<file path="src/rtl/pc_unit_param.sv">
// pc_unit_param: parametrised fetch-stage program counter.
// Priority next-PC selection (trap > PC_Execute+Imm > Reg1+Imm > sequential),
// valid/ready handshake toward instruction fetch, one-cycle redirect pulse and
// a saturating redirect counter.
// Optional build macro PC_MISALIGN_CHECK_EN: jump/branch targets with bit1 set
// are diverted to the trap vector and flagged on misalign.
module pc_unit_param #(
    parameter int              XLEN         = 32,
    parameter logic [XLEN-1:0] RESET_VECTOR = 32'h0000_0000,
    parameter int              STEP         = 4,
    parameter int              CNT_W        = 16
) (
    input  logic             clk,
    input  logic             rst,
    input  logic             stall,
    input  logic             fetch_ready,
    input  logic [1:0]       pc_sel,
    input  logic             trap_req,
    input  logic [XLEN-1:0]  pc_execute,
    input  logic [XLEN-1:0]  imm,
    input  logic [XLEN-1:0]  reg1,
    input  logic [XLEN-1:0]  trap_vec,
    output logic [XLEN-1:0]  pc,
    output logic             pc_valid,
    output logic             redirect_taken,
    output logic [CNT_W-1:0] redirect_count,
    output logic             misalign
);

    localparam logic [XLEN-1:0] STEP_X = XLEN'(STEP);

    // Saturating increment: the counter sticks at all-ones instead of wrapping.
    function automatic logic [CNT_W-1:0] sat_inc(input logic [CNT_W-1:0] v);
        if (v == {CNT_W{1'b1}}) return v;
        return v + CNT_W'(1);
    endfunction

    logic            advance;
    logic            is_jump;
    logic            redirect;
    logic [XLEN-1:0] trap_base;
    logic [XLEN-1:0] jalr_sum;
    logic [XLEN-1:0] jump_target;
    logic [XLEN-1:0] jump_dest;
    logic [XLEN-1:0] pc_next;

    assign advance   = pc_valid & fetch_ready & ~stall;
    assign is_jump   = (pc_sel == 2'b01) || (pc_sel == 2'b10);
    assign redirect  = trap_req | is_jump;
    assign trap_base = {trap_vec[XLEN-1:2], 2'b00};
    assign jalr_sum  = reg1 + imm;

    // Branch/jump target; register-indirect jumps drop bit0.
    assign jump_target = (pc_sel == 2'b01) ? (pc_execute + imm)
                                           : {jalr_sum[XLEN-1:1], 1'b0};

`ifdef PC_MISALIGN_CHECK_EN
    logic mis_hit;
    logic misalign_q;

    // Only branch/jump targets are checked; the trap path is trusted.
    assign mis_hit   = ~trap_req & is_jump & jump_target[1];
    assign jump_dest = mis_hit ? trap_base : jump_target;

    // One-cycle misalign pulse aligned with the diverted pc.
    always_ff @(posedge clk) begin
        if (rst) misalign_q <= 1'b0;
        else     misalign_q <= mis_hit;
    end

    assign misalign = misalign_q;
`else
    assign jump_dest = jump_target;
    assign misalign  = 1'b0;
`endif

    // Next-PC priority: trap, then jumps, then sequential advance, else hold.
    always_comb begin
        pc_next = pc;
        if (trap_req)     pc_next = trap_base;
        else if (is_jump) pc_next = jump_dest;
        else if (advance) pc_next = pc + STEP_X;
    end

    // PC state, handshake valid, redirect pulse and counter; reset wins over all.
    always_ff @(posedge clk) begin
        if (rst) begin
            pc             <= RESET_VECTOR;
            pc_valid       <= 1'b0;
            redirect_taken <= 1'b0;
            redirect_count <= '0;
        end else begin
            pc             <= pc_next;
            pc_valid       <= 1'b1;
            redirect_taken <= redirect;
            if (redirect) redirect_count <= sat_inc(redirect_count);
        end
    end

endmodule

</file>
<file path="config.mk">
export PLATFORM = sky130hd
export DESIGN_NAME = pc_unit_param
export DESIGN_NICKNAME = d
export VERILOG_FILES = /design/src/rtl/pc_unit_param.sv
export SDC_FILE = /design/constraint.sdc
export NUM_CORES = 1
export LEC_CHECK = 0
export ABC_CLOCK_PERIOD_IN_PS = 3100
export BUFFER_PORTS_ARGS = -buffer_cell sky130_fd_sc_hd__clkbuf_2
export CORE_AREA = 2 2 199 103
export DETAILED_ROUTE_END_ITERATION = 8
export DIE_AREA = 0 0 201 105
export SYNTH_ARGS = -nofsm -noshare
export SYNTH_HDL_FRONTEND = slang
export SYNTH_SLANG_ARGS = --single-unit
</file>
<file path="constraint.sdc">
create_clock -name clk -period 3.1 [get_ports clk]
set_input_delay 0.155 -clock clk [delete_from_list [all_inputs] [get_ports clk]]
set_output_delay 0.155 -clock clk [all_outputs]
set_load 0.02 [all_outputs]
</file>
==> impl_metrics.json <==
{
  "status": "finished clean",
  "routedWlPerCell_um": 17.96,
  "nets": 1240,
  "ioPinCount": 186,
  "diodes": 0,
  "grt_overflow": 0,
  "yosys_warnings": 0,
  "post-cts-setup-buffer-count": 0,
  "critPathKind": "input port to flip-flop",
  "yosysTopAreaCell": "dfxtp_1",
  "syn_avg_cell_area_um2": 7.317,
  "cts-buffers-inserted": 5,
  "power_leakage_nw": 3.415,
  "tightest_slew_ns": 0.6241,
  "power.total_mw": 2.653,
  "clock.fmax_mhz": 357.5,
  "clock_sinks": 50,
  "syn-cell-area_um2": 6307,
  "dieHeight_um": 105,
  "p_clk_frac": 0.206,
  "grt_max_degree": 39,
  "cts_buffer_depth": 2,
  "die_x_um": 201,
  "cts_resized": 0,
  "critPathCaptureType": "flip-flop",
  "yosys.area.top_type_share": 0.1587,
  "comb_power_share": 0.507,
  "post-place-cells": 1298,
  "synth_cells": 862,
  "grt_pass1_vias": 6710,
  "synthTopCellsByArea": "dfxtp_1 (16%), ha_1 (13%), a21oi_1 (6.7%), xor2_1 (6.5%), nor2_1 (5.7%)",
  "antenna_found_initial": 1,
  "final_cell_count_no_fill": 1306,
  "rows": 36,
  "syn_nets": 1063,
  "ir_worst_vdd_uv": 212.2,
  "setup_ws_ns": 0.3031,
  "gp_congestion": 0.9288,
  "dp_hpwl_um": 19570,
  "cp.required_ns": 3.34,
  "ys_dominant_reg_cell": "dfxtp_1",
  "fin_crit_sh": 0.9022,
  "maxCapViolCount": 0,
  "p_int_mw": 1.524,
  "drt_iter0_markers": 741,
  "rsz0062_at_grt": "no",
  "syn_to_final_growth_pct": 21.98,
  "h-tree-depth": 2,
  "min_period_ns": 2.797,
  "core_um2": 19230,
  "postRouteWirelength_um": 23460,
  "hold_class": "input port to flip-flop",
  "avgViaCountPerCell": 5.525,
  "layout_common_cells": "clkbuf_2 (182), nor2_1 (95), a21oi_1 (85)",
  "drv_slew": 0,
  "insertion_delay_ns": 0.29,
  "mostFrequentLayoutCell": "clkbuf_2",
  "grt_usage": 0.2177,
  "drt_pass1_iterations": 5,
  "worstPathMaxFanout": 3,
  "relSlewSlack": 0.5824,
  "fin_skew_ns": 0.009210,
  "ant_nets": 0,
  "clk_pin_slew_ns": 0.07,
  "dieArea_um2": 21110,
  "placed_area_um2": 7551,
  "p_seq_frac": 0.287,
  "powerDensity_nw_per_um2": 344.8,
  "synth_edf_count": 0,
  "synth-seq-area-share": 0.1587,
  "hold_viol": 0,
  "final_area_um2": 7694,
  "synth-seq-cells": 50,
  "critPathLaunchType": "input port",
  "p_sw_mw": 1.129,
  "start_util": 0.3279,
  "cts_tree": "done",
  "setup_tns_ns": 0,
  "num_vias": 7215,
  "swShare": 0.4256,
  "drc_errors": 0,
  "io_buffers": 182,
  "cts_hold_buf": 0,
  "synth_cell_types": 69,
  "root_buffer": "clkbuf_16",
  "setup_viol": 0,
  "grt_pass1_wl_um": 36840,
  "synthArstFlopShare": 0,
  "post-place-ws_ns": 0.06438,
  "worstPathArrival_ns": 3.04,
  "drive_above_1_share": 0.2231
}
## stage by stage
| step | hold WS [ns] | utilization |
|---|---|---|
| finish | 0.06284 | 0.4000 |
| global route | 0.06339 | 0.4000 |
| CTS | 0.06359 | 0.4000 |
| detailed placement | 0.3611 | 0.3926 |
| global placement | 0.3543 | 0.3926 |
| floorplan | 0.2612 | - |
## state kept, by name, indices dropped and copies added (netlist names), named ones only
signal	flops
pc	30
pc_valid	1
redirect_count	16
redirect_taken	1
## Yosys cell counts (5+ instances only)
master / n
ha_1: 64
a211oi_1: 23
a221oi_1: 12
o21a_1: 11
o21ai_0: 57
xnor2_1: 38
a21o_1: 20
o31ai_1: 5
xor2_1: 47
mux2i_1: 10
nand4_1: 24
a31oi_1: 9
and3_1: 10
dfxtp_1: 50
nor3_1: 17
or3_1: 8
nand2b_1: 8
o211ai_1: 7
and4_1: 5
nand2_1: 76
nor2_1: 95
a21oi_1: 85
inv_1: 17
nor2b_1: 10
nand3_1: 36
a22oi_1: 10
clkbuf_1: 19
o22ai_1: 6
## per-layer routing
| metal | share of wire | GRT usage |
|---|---|---|
| met1 | 0.51 | 0.3378 |
| met2 | 0.41 | 0.3248 |
| met3 | 0.065 | 0.01840 |
| met4 | 0.013 | 0.03704 |
| met5 | 0 | 0 |
## cells by family after synthesis
| group | share of synthesized area |
|---|---|
| fa+ha+maj | 0.1333 |
| compound gates | 0.3081 |
| buf+inv | 0.03392 |
| flops | 0.1587 |
| other cells | 0.0005945 |
| simple gates | 0.2315 |
| xor+xnor | 0.1180 |
| mux | 0.01587 |
## critical path: stages
cell       delay (ns)
clkbuf_2         0.10
ha_1             0.21
fa_1             0.42
a211oi_1         0.33
o211ai_1         0.19
nand3_1          0.15
o21ai_1          0.11
nor2b_1          0.16
a221oi_1         0.32
xor2_1           0.13
a2111oi_0        0.45
buf_4            0.21
a311o_1          0.10
## power groups by stage
stage / clock network (mW) / logic, mW / registers (mW)
2_1_floorplan: 0 / 0.815 / 0.818
3_3_place_gp: 0 / 1.31 / 0.772
3_5_place_dp: 0 / 1.32 / 0.775
4_1_cts: 0.557 / 1.32 / 0.760
5_1_grt: 0.588 / 1.47 / 0.769
6_report: 0.548 / 1.34 / 0.761
## path summary, 6_finish.rpt
path / start / endpoint / slack, ns / depth (start not counted)
max: imm[0] / pc[18]$_SDFFE_PP0P_ / 0.30 / 13
min: trap_vec[10] / pc[10]$_SDFFE_PP0P_ / 0.06 / 2
max reg2reg: pc[4]$_SDFFE_PP0P_ / pc[26]$_SDFFE_PP0P_ / 0.68 / 8
min reg2reg: flip-flop / flip-flop / 0.51 / 2
## area by class of cell
class                           count  area [um2]
Multi-Input combinational cell    763        5092
Tap cell                          266       332.8
Inverter                           17       63.81
Timing Repair Buffer              202        1061
Sequential cell                    50        1001
Clock buffer                        6       128.9
Clock inverter                      2       13.76
Fill cell                        2078       11540
No activity file was read; power rests on OpenSTA's default activity.
